## src/rtl/clk_div_pkg.sv

```systemverilog
// Shared types and defaults for the glitch-free divided-clock controller.
package clk_div_pkg;

  localparam int CNT_W_DEF       = 3;
  localparam int DEFAULT_DIV_DEF = 7;
  localparam int CHG_CNT_W       = 8;

  typedef enum logic [1:0] {
    IDLE  = 2'd0,
    RUN   = 2'd1,
    DRAIN = 2'd2,
    STOP  = 2'd3
  } state_t;

endpackage

```

## src/rtl/clk_div_ctrl_if.sv

```systemverilog
// Ratio configuration handshake between the config register block and the divider controller.
interface clk_div_ctrl_if #(
  parameter int CNT_W = 3
);

  logic             i_cfg_valid;
  logic [CNT_W-1:0] i_cfg_div;
  logic             o_cfg_ready;
  logic             o_cfg_err;

  modport master (
    output i_cfg_valid,
    output i_cfg_div,
    input  o_cfg_ready,
    input  o_cfg_err
  );

  modport slave (
    input  i_cfg_valid,
    input  i_cfg_div,
    output o_cfg_ready,
    output o_cfg_err
  );

endinterface

```

## src/rtl/clk_div_core.sv

```systemverilog
// Divide counter and output toggle flop; clr wins over en and parks the clock low.
module clk_div_core
  import clk_div_pkg::*;
#(
  parameter int CNT_W = CNT_W_DEF
) (
  input  logic             clk,
  input  logic             reset,
  input  logic             en,
  input  logic             clr,
  input  logic [CNT_W-1:0] ratio,
  output logic             count_end,
  output logic             div_clk
);

  logic [CNT_W-1:0] count;

  assign count_end = en && !clr && (count == (ratio - CNT_W'(1)));

  // counter wraps at ratio-1 and toggles the divided clock on that same edge
  always_ff @(posedge clk or posedge reset) begin
    if (reset) begin
      count   <= {CNT_W{1'b0}};
      div_clk <= 1'b0;
    end else if (clr) begin
      count   <= {CNT_W{1'b0}};
      div_clk <= 1'b0;
    end else if (count_end) begin
      count   <= {CNT_W{1'b0}};
      div_clk <= ~div_clk;
    end else if (en) begin
      count   <= count + CNT_W'(1);
      div_clk <= div_clk;
    end else begin
      count   <= count;
      div_clk <= div_clk;
    end
  end

endmodule

```

## src/rtl/clk_div_ctrl.sv

```systemverilog
// Run/stop and ratio-change sequencer; every change lands on a falling edge of o_div_clk.
// Optional CLK_DIV_CTRL_CHG_CNT_EN adds o_chg_cnt, a wrapping count of applied ratio changes.
module clk_div_ctrl
  import clk_div_pkg::*;
#(
  parameter int CNT_W       = CNT_W_DEF,
  parameter int DEFAULT_DIV = DEFAULT_DIV_DEF
) (
  input  logic             clk,
  input  logic             reset,
  input  logic             i_run,
  clk_div_ctrl_if.slave    cfg,
  output logic             o_div_clk,
  output logic             o_tick,
  output logic             o_busy,
  output logic [CNT_W-1:0] o_ratio
`ifdef CLK_DIV_CTRL_CHG_CNT_EN
  ,
  output logic [CHG_CNT_W-1:0] o_chg_cnt
`endif
);

  state_t           state;
  logic [CNT_W-1:0] ratio;
  logic [CNT_W-1:0] pend;
  logic [CNT_W-1:0] ratio_nxt;
  logic             pend_vld;
  logic             ready;
  logic             err;
  logic             tick;
  logic             busy;
  logic             ratio_load;
  logic             accept;
  logic             new_cfg;
  logic             cfg_zero;
  logic             stop_req;
  logic             stop_done;
  logic             fall_edge;
  logic             core_en;
  logic             core_clr;
  logic             count_end;
  logic             div_clk;

  assign accept    = cfg.i_cfg_valid && ready;
  assign cfg_zero  = accept && (cfg.i_cfg_div == {CNT_W{1'b0}});
  assign new_cfg   = accept && (cfg.i_cfg_div != {CNT_W{1'b0}});
  assign stop_req  = ((state == RUN) || (state == DRAIN)) && !i_run;
  assign fall_edge = div_clk && count_end;
  // a stop with the clock already low, or landing on its falling edge, reaches IDLE at once
  assign stop_done = stop_req && (!div_clk || fall_edge);
  assign core_en   = (state != IDLE);
  assign core_clr  = (state == IDLE) || (stop_req && !div_clk);

  clk_div_core #(
    .CNT_W (CNT_W)
  ) u_core (
    .clk       (clk),
    .reset     (reset),
    .en        (core_en),
    .clr       (core_clr),
    .ratio     (ratio),
    .count_end (count_end),
    .div_clk   (div_clk)
  );

  // picks the ratio to apply at this edge, if any
  always_comb begin
    ratio_load = 1'b0;
    ratio_nxt  = ratio;
    case (state)
      IDLE: begin
        if (new_cfg) begin
          ratio_load = 1'b1;
          ratio_nxt  = cfg.i_cfg_div;
        end else begin
          ratio_load = 1'b0;
        end
      end
      RUN, DRAIN: begin
        if (stop_done && new_cfg) begin
          ratio_load = 1'b1;
          ratio_nxt  = cfg.i_cfg_div;
        end else if ((stop_done || ((state == DRAIN) && fall_edge)) && pend_vld) begin
          ratio_load = 1'b1;
          ratio_nxt  = pend;
        end else begin
          ratio_load = 1'b0;
        end
      end
      STOP: begin
        if (fall_edge && pend_vld) begin
          ratio_load = 1'b1;
          ratio_nxt  = pend;
        end else begin
          ratio_load = 1'b0;
        end
      end
      default: begin
        ratio_load = 1'b0;
      end
    endcase
  end

  // control FSM with registered handshake and status outputs
  always_ff @(posedge clk or posedge reset) begin
    if (reset) begin
      state    <= IDLE;
      ratio    <= CNT_W'(DEFAULT_DIV);
      pend     <= {CNT_W{1'b0}};
      pend_vld <= 1'b0;
      ready    <= 1'b1;
      err      <= 1'b0;
      tick     <= 1'b0;
      busy     <= 1'b0;
    end else begin
      tick <= count_end;
      err  <= cfg_zero;
      if (ratio_load) begin
        ratio <= ratio_nxt;
      end else begin
        ratio <= ratio;
      end
      case (state)
        IDLE: begin
          pend_vld <= 1'b0;
          ready    <= 1'b1;
          if (i_run) begin
            state <= RUN;
            busy  <= 1'b1;
          end else begin
            state <= IDLE;
            busy  <= 1'b0;
          end
        end
        RUN, DRAIN: begin
          if (stop_done) begin
            state    <= IDLE;
            busy     <= 1'b0;
            ready    <= 1'b1;
            pend_vld <= 1'b0;
          end else if (stop_req) begin
            state <= STOP;
            busy  <= 1'b1;
            ready <= 1'b0;
            if (new_cfg) begin
              pend     <= cfg.i_cfg_div;
              pend_vld <= 1'b1;
            end else begin
              pend_vld <= pend_vld;
            end
          end else if ((state == DRAIN) && fall_edge) begin
            state    <= RUN;
            busy     <= 1'b1;
            ready    <= 1'b1;
            pend_vld <= 1'b0;
          end else if (new_cfg) begin
            state    <= DRAIN;
            busy     <= 1'b1;
            ready    <= 1'b0;
            pend     <= cfg.i_cfg_div;
            pend_vld <= 1'b1;
          end else begin
            state <= state;
            busy  <= 1'b1;
            ready <= (state == RUN);
          end
        end
        STOP: begin
          if (fall_edge) begin
            state    <= IDLE;
            busy     <= 1'b0;
            ready    <= 1'b1;
            pend_vld <= 1'b0;
          end else begin
            state <= STOP;
            busy  <= 1'b1;
            ready <= 1'b0;
          end
        end
        default: begin
          state    <= IDLE;
          busy     <= 1'b0;
          ready    <= 1'b1;
          pend_vld <= 1'b0;
        end
      endcase
    end
  end

`ifdef CLK_DIV_CTRL_CHG_CNT_EN
  logic [CHG_CNT_W-1:0] chg_cnt;

  // counts every applied ratio change, wrapping naturally
  always_ff @(posedge clk or posedge reset) begin
    if (reset) begin
      chg_cnt <= {CHG_CNT_W{1'b0}};
    end else if (ratio_load) begin
      chg_cnt <= chg_cnt + CHG_CNT_W'(1);
    end else begin
      chg_cnt <= chg_cnt;
    end
  end

  assign o_chg_cnt = chg_cnt;
`endif

  assign cfg.o_cfg_ready = ready;
  assign cfg.o_cfg_err   = err;
  assign o_div_clk       = div_clk;
  assign o_tick          = tick;
  assign o_busy          = busy;
  assign o_ratio         = ratio;

endmodule

```

## src/flat_wrapper.sv

```systemverilog
// flat-port wrapper written by rule: the top's interface ports become plain ports
module clk_div_ctrl_flat import clk_div_pkg::*;
#(
  parameter int CNT_W       = CNT_W_DEF,
  parameter int DEFAULT_DIV = DEFAULT_DIV_DEF
)
  (clk, reset, i_run, o_div_clk, o_tick, o_busy, o_ratio, cfg_i_cfg_valid, cfg_i_cfg_div, cfg_o_cfg_ready, cfg_o_cfg_err);
  clk_div_ctrl_if #(.CNT_W(CNT_W)) cfg_i ();
  input  logic clk;
  input  logic reset;
  input  logic i_run;
  output logic o_div_clk;
  output logic o_tick;
  output logic o_busy;
  output logic [CNT_W-1:0] o_ratio;
  input wire logic [$bits(cfg_i.i_cfg_valid)-1:0] cfg_i_cfg_valid;
  input wire logic [$bits(cfg_i.i_cfg_div)-1:0] cfg_i_cfg_div;
  output wire logic [$bits(cfg_i.o_cfg_ready)-1:0] cfg_o_cfg_ready;
  output wire logic [$bits(cfg_i.o_cfg_err)-1:0] cfg_o_cfg_err;
  assign cfg_i.i_cfg_valid = cfg_i_cfg_valid;
  assign cfg_i.i_cfg_div = cfg_i_cfg_div;
  assign cfg_o_cfg_ready = cfg_i.o_cfg_ready;
  assign cfg_o_cfg_err = cfg_i.o_cfg_err;
  clk_div_ctrl #(.CNT_W(CNT_W), .DEFAULT_DIV(DEFAULT_DIV)) u_core (.clk(clk), .reset(reset), .i_run(i_run), .cfg(cfg_i), .o_div_clk(o_div_clk), .o_tick(o_tick), .o_busy(o_busy), .o_ratio(o_ratio));
endmodule
```

## config.mk

```make
export PLATFORM = sky130hd
export DESIGN_NAME = clk_div_ctrl_flat
export DESIGN_NICKNAME = d
export VERILOG_FILES = /design/src/rtl/clk_div_pkg.sv /design/src/rtl/clk_div_ctrl_if.sv /design/src/rtl/clk_div_core.sv /design/src/rtl/clk_div_ctrl.sv /design/src/flat_wrapper.sv
export SDC_FILE = /design/constraint.sdc
export NUM_CORES = 1
export LEC_CHECK = 0
export ABC_CLOCK_PERIOD_IN_PS = 4200
export CAP_MARGIN = 30
export CELL_PAD_IN_SITES_DETAIL_PLACEMENT = 1
export CELL_PAD_IN_SITES_GLOBAL_PLACEMENT = 1
export CORE_ASPECT_RATIO = 0.5
export CORE_UTILIZATION = 42
export CTS_CLUSTER_SIZE = 14
export DETAILED_ROUTE_END_ITERATION = 12
export PLACE_DENSITY_LB_ADDON = 0.1
export SLEW_MARGIN = 0
export SYNTH_ARGS = -nofsm -noshare
export SYNTH_HDL_FRONTEND = slang
export SYNTH_HIERARCHICAL = 1
export SYNTH_SLANG_ARGS = --single-unit
```

## constraint.sdc

```tcl
create_clock -name clk -period 4.2 [get_ports clk]
set_clock_uncertainty 0.1 [all_clocks]
set_input_delay 0.84 -clock clk [delete_from_list [all_inputs] [get_ports clk]]
set_output_delay 0.84 -clock clk [all_outputs]
set_load 0.02 [all_outputs]
```

==> results.py, run 1 <==
metrics = {
    "run_status": {
        "status": "complete, no violations",
    },
    "power_and_ir_drop": {
        "leakagePower_nw": 0.555,
        "ir_drop_mv": 0.376,
        "power_density_mw_per_mm2": 630,
        "p_total_mw": 0.850,
    },
    "yosys": {
        "yosysWarnings": 6,
        "synth_edf_count": 0,
        "synth_cell_types": 40,
        "syn_inst": 110,
        "ys_async_sr_fraction": 1.00,
        "synth_seq_cells": 17,
        "synth_area_leaders": "dfrtp_1 29%, dfstp_2 9.3%, mux2_2 7.0%",
        "synth.cell_area_mm2": 0.00113,
        "syn_avg_cell_area_um2": 10.2,
        "yosysTopAreaCell": "dfrtp_1",
        "syn_nets": 123,
        "ys_seq_area_frac": 0.382,
        "ys.flop_type": "dfrtp_1",
        "yosysTopAreaCellShare": 0.289,
    },
    "place": {
        "pre_cts_ws_ns": 0.529,
        "globalplace.congestion": 0.787,
        "post-place-cells": 157,
        "dp_hpwl_um": 2010,
        "io_buffers": 14,
    },
    "critical_path": {
        "r2r_start": "u_core/state[0]",
        "cp.arrival_ns": 3.47,
        "crit_buf_inv": 1,
        "r2r_setup_slack_ns": 1.03,
        "r2r-end": "u_core/pend[0]",
        "crit_chain": "clkdlybuf4s50_1 > nand2b_1 > o21ai_0 > nand2b_1 > nor4_4 > and2b_2 > o21ai_1 > or2_2 > mux2_2",
        "crit_family": "simple AND/OR/NAND/NOR gates",
        "worstSetupPathType": "in2reg",
        "crit_top_cell": "nand2b_1",
        "crit_fanout": 7,
        "rr_worst_depth": 10,
        "startpoint_type": "primary input",
        "end_kind": "flip-flop",
        "cpMaxStageDelayCell": "clkdlybuf4s50_1",
        "cp_slowest_stage_delay_ns": 0.56,
        "required_ns": 4.24,
    },
    "global_routing": {
        "grt.overflow.total": 0,
        "grt_pass1_wl_um": 4020,
        "grt_util_all_layers": 0.205,
        "grt_pass1_vias": 797,
        "grt_max_degree": 16,
        "antenna_found_initial": 0,
    },
    "timing": {
        "slew_viol_final": 0,
        "fin_tns_setup_ns": 0,
        "fin_crit_sh": 0.815,
        "fmax_mhz": 292,
        "final-hold-violation-count": 0,
        "worst_pin_slew_ns": 0.512,
        "min_period_ns": 3.42,
        "grt_setup_unrepaired": "false",
        "worst_slack_ns": 0.777,
        "whs_ns": 0.429,
        "max-slew-margin-rel": 0.655,
        "finalSetupViolations": 0,
    },
    "cts": {
        "clock_sinks": 17,
        "clkTransAtPathRegs_ns": 0.07,
        "post_cts.repair.setup_buffers": 0,
        "postCtsHoldBufs": 0,
        "cts_resized": 0,
        "root_buffer": "clkbuf_8",
        "clk_path_buf_depth": 2,
        "cts_buffers": 3,
        "clock_latency_ns": 0.25,
        "cts_max_level": 1,
        "cts_tree": "yes",
    },
    "floorplan": {
        "design.portCount": 15,
        "start_util": 0.475,
        "die_w_um": 75.3,
        "core_mm2": 0.00237,
        "dieArea_mm2": 0.00291,
        "fp-row-count": 12,
        "dieHeight_um": 38.6,
    },
    "detailed_routing": {
        "initialDrtViolationCount": 37,
        "vias_per_cell": 5.31,
        "drt_pass1_iterations": 4,
        "route.detailed.drc": 0,
        "drt.antenna.violating_nets": 0,
        "wire_per_inst_um": 15.6,
        "vias": 855,
        "routed_wl_um": 2520,
    },
    "min_path": {
        "hold_depth": 2,
        "holdPathEnd": "u_core/cfg.o_cfg_err",
        "hold_class": "reg2reg",
        "hp-start": "u_core/cfg.o_cfg_ready",
    },
    "layout": {
        "fin_cells": 161,
        "area_growth_pct": 19.6,
        "layout-drive-gt1-share": 0.214,
        "nNetsFinal": 140,
        "nFillCells": 287,
        "n_antenna_cell": 0,
    },
    "flow_run": {
        "drv_cap": 0,
    },
}
## stage by stage
stage | utilization | instance area [um2]
floorplan | - | 1130
global placement | 0.549 | 1300
detailed placement | 0.549 | 1300
CTS | 0.569 | 1350
global route | 0.569 | 1350
finish | 0.569 | 1350
## flip-flops by register name, indices dropped and copies added, names as in the netlist, 2 cells and up
signal	count
u_core/o_ratio	3
u_core/u_core/count	3
u_core/state	2
u_core/pend	3
## power breakdown
group | switching, mW | internal (mW) | total (mW)
sequential | 0.0470 | 0.227 | 0.274
combinational | 0.240 | 0.214 | 0.453
clock | 0.0572 | 0.0659 | 0.123
## routing by layer
layer / wire, um / part of all wire / GRT usage
met5: 0 / 0 / 0
met2: 1030 / 0.41 / 0.300
met1: 1370 / 0.55 / 0.293
met3: 91 / 0.036 / 0.0625
met4: 17 / 0.0068 / 0.0556
## cell type report
type                            instances  area [um2]  share of cell area
Multi-Input combinational cell         81         647               0.480
Timing Repair Buffer                   15         148               0.109
Inverter                                9        33.8              0.0250
Clock inverter                          1        5.00             0.00371
Clock buffer                            3        41.3              0.0306
Sequential cell                        17         430               0.319
Tap cell                               35        43.8              0.0325
## cell usage after synthesis, types with 2 or more instances
cell / n
dfrtp_1: 13
nand2b_1: 9
ha_1: 6
nand3_1: 4
nor3_1: 2
a221o_1: 3
nand2_1: 9
xnor2_1: 2
o21ai_0: 7
dfstp_2: 4
inv_1: 9
mux2_2: 7
a21oi_1: 8
## cells by family (layout without fill, tap and decap cells)
logic type / count (synthesis) / after routing / share of synthesized area
buf+inv: 12 / 28 / 0.0444
xor+xnor: 4 / 4 / 0.0455
compound gates: 31 / 31 / 0.211
simple gates: 32 / 32 / 0.172
flops: 17 / 17 / 0.382
mux: 8 / 8 / 0.0788
fa+ha+maj: 6 / 6 / 0.0666
## cell usage in the layout, fill, tap and decap left out, drive strengths merged, types with 2 or more instances in the layout
cell            n
nor4            2
clkbuf          3
o21ai           8
dfrtp          13
xnor2           2
ha              6
dfstp           4
inv             9
a221o           3
nand3           4
a21oi           8
nor3            3
nand2b          9
clkdlybuf4s50  14
mux2            7
nand2           9
## worst max-delay path by stage
stage	endpoint	depth (start not counted)	slack, ns	start
floorplan	u_core/pend[0]	11	1.18	u_core/state[0]
global placement	u_core/pend[2]	9	0.59	i_run
detailed placement	u_core/pend[1]	9	0.53	i_run
CTS	u_core/pend[1]	9	0.78	i_run
global route	u_core/pend[1]	9	0.59	i_run
finish	u_core/pend[0]	9	0.78	i_run
## worst reg2reg max path, delay by kind of cell, from the launching register on
| family | cells | cell delay [ns] |
|---|---|---|
| buffers and inverters | 1 | 0.09 |
| adders and majority gates | 1 | 0.44 |
| and+or+nand+nor | 5 | 1.30 |
| AOI/OAI and AO/OA | 2 | 0.42 |
| DFF | 1 | 0.38 |
| muxes | 1 | 0.33 |
Note: power is estimated with default switching activity, not from simulation.
==> run 2: changes to the inputs <==
- ABC_CLOCK_PERIOD_IN_PS: 4200 -> 3400
- clock period: 4.2 -> 3.4 ns (I/O delays scaled with it)
==> run 2 against run 1 <==
Effect of this change:
- sequential share of layout area decreased by 0.84 points
- final area increased by 2.7%
- sequential cell count unchanged
- hold slack improved by 0.021 ns
- critical path depth unchanged
==> results.py, run 2 (synthesized netlist as in run 1, its figures left out) <==
metrics = {
    "layout": {
        "nNetsFinal": 145,
        "nFillCells": 278,
        "area_growth_pct": 22.9,
        "layout-drive-gt1-share": 0.237,
        "mostFrequentLayoutCells": "14 x clkdlybuf4s50_1, 13 x dfrtp_1, 9 x nand2b_1, 9 x nand2_1, 9 x inv_1",
        "n_antenna_cell": 0,
        "final_common_cell": "clkdlybuf4s50_1",
    },
    "critical_path": {
        "worstSetupPathType": "in2reg",
        "cp_slowest_stage_delay_ns": 0.47,
        "required_ns": 3.44,
        "crit_top_cell": "nand2b_1",
        "crit_fanout": 4,
        "startpoint_type": "primary input",
        "cp.arrival_ns": 3.00,
        "cpMaxStageDelayCell": "clkdlybuf4s50_1",
        "crit_chain": "clkdlybuf4s50_1 > nand2b_1 > o21ai_0 > nand2b_1 > nor4_4 > and2b_2 > o21ai_1 > or2_2 > mux2_2",
        "end_kind": "flip-flop",
    },
    "global_routing": {
        "grt_pass1_vias": 943,
        "grt_max_degree": 15,
        "grt_util_all_layers": 0.232,
        "grt.overflow.total": 0,
        "grt_pass1_wl_um": 4610,
        "antenna_found_initial": 0,
    },
    "cts": {
        "root_buffer": "clkbuf_8",
        "clock_sinks": 17,
        "clock_latency_ns": 0.25,
        "postCtsHoldBufs": 0,
        "cts_max_level": 1,
        "cts_buffers": 3,
        "clk_path_buf_depth": 2,
        "clkTransAtPathRegs_ns": 0.07,
        "cts_resized": 0,
        "cts_tree": "yes",
        "post_cts.repair.setup_buffers": 0,
    },
    "timing": {
        "fin_crit_sh": 0.869,
        "fmax_mhz": 338,
        "grt_setup_unrepaired": "false",
        "max-slew-margin-rel": 0.631,
        "worst_pin_slew_ns": 0.553,
        "fin_tns_setup_ns": 0,
        "slew_viol_final": 0,
        "finalSetupViolations": 0,
        "min_period_ns": 2.96,
        "whs_ns": 0.451,
        "final-hold-violation-count": 0,
    },
    "place": {
        "io_buffers": 14,
        "dp_hpwl_um": 2160,
        "globalplace.congestion": 0.791,
    },
    "run_status": {
        "status": "complete, no violations",
    },
    "detailed_routing": {
        "route.detailed.drc": 0,
        "wire_per_inst_um": 16.7,
        "drt.antenna.violating_nets": 0,
        "vias": 908,
        "met2_length_um": 1240,
        "routed_wl_um": 2770,
        "vias_per_cell": 5.47,
        "initialDrtViolationCount": 47,
        "met1_length_um": 1400,
        "drt_pass1_iterations": 4,
        "route.met3.wl_um": 111,
        "top_layer_used": "met4",
    },
    "power_and_ir_drop": {
        "power_density_mw_per_mm2": 785,
        "ir_drop_mv": 0.468,
        "leakagePower_nw": 0.577,
    },
    "floorplan": {
        "dieArea_mm2": 0.00291,
        "die_w_um": 75.3,
        "core_mm2": 0.00237,
        "dieHeight_um": 38.6,
        "design.portCount": 15,
        "start_util": 0.475,
        "fp-row-count": 12,
    },
    "flow_run": {
        "drv_cap": 0,
    },
    "min_path": {
        "hold_class": "reg2reg",
    },
}
## run 2: cell count changes in the layout (fill, tap and decap cells not counted), sizes merged
cell    before  now
buf          1    6
clkbuf       3    4
clkinv       1    0
## run 2: worst paths after layout
path | slack [ns] | end | from | cells past startpoint
setup / recovery | 0.44 | u_core/pend[2] | i_run | 9
hold / removal | 0.45 | u_core/cfg.o_cfg_err | u_core/cfg.o_cfg_ready | 2
setup reg to reg | 0.54 | u_core/pend[2] | u_core/state[0] | 10
hold reg to reg | 0.45 | u_core/cfg.o_cfg_err | u_core/cfg.o_cfg_ready | 2
max in group asynchronous | 2.12 | u_core/o_ratio[1] | reset | 2
min in group asynchronous | 0.56 | u_core/u_core/div_clk | reset | 2
## run 2: stage by stage
step / area (um2) / power [mW] / worst slack (ns) / util / instances
2_1_floorplan: 1130 / 0.744 / 0.380 / - / 110
3_3_place_gp: 1340 / 0.926 / 0.286 / 0.565 / 162
3_5_place_dp: 1340 / 0.934 / 0.180 / 0.565 / 162
4_1_cts: 1390 / 1.10 / 0.447 / 0.584 / 166
5_1_grt: 1390 / 1.17 / 0.267 / 0.584 / 166
6_report: 1390 / 1.09 / 0.444 / 0.584 / 166
## run 2: metal layers
| metal | up-vias | track usage |
|---|---|---|
| li1 | 442 | - |
| met1 | 452 | 0.308 |
| met2 | 12 | 0.376 |
| met3 | 2 | 0.0833 |
| met4 | 0 | 0.0278 |
| met5 | - | 0 |
## run 2: power breakdown
group | internal, mW | total, mW | leakage, nW | switching, mW
clock | 0.0833 | 0.155 | 0.0228 | 0.0713
sequential | 0.280 | 0.340 | 0.215 | 0.0597
combinational | 0.287 | 0.593 | 0.339 | 0.306
total | 0.650 | 1.09 | 0.577 | 0.437
## run 2: final cells by class
class / count / area (um2) / area share
clock buffer: 4 / 45.0 / 0.0325
timing repair buffer: 20 / 185 / 0.134
inverter: 9 / 33.8 / 0.0244
sequential: 17 / 430 / 0.311
tap: 35 / 43.8 / 0.0316
multi-input combinational: 81 / 647 / 0.467
## run 2: worst max-delay path, delay by kind of cell
kind | cells | cell delay (ns)
and+or+nand+nor | 5 | 1.19
buffers and inverters | 1 | 0.47
muxes | 1 | 0.34
AOI/OAI and AO/OA | 2 | 0.31
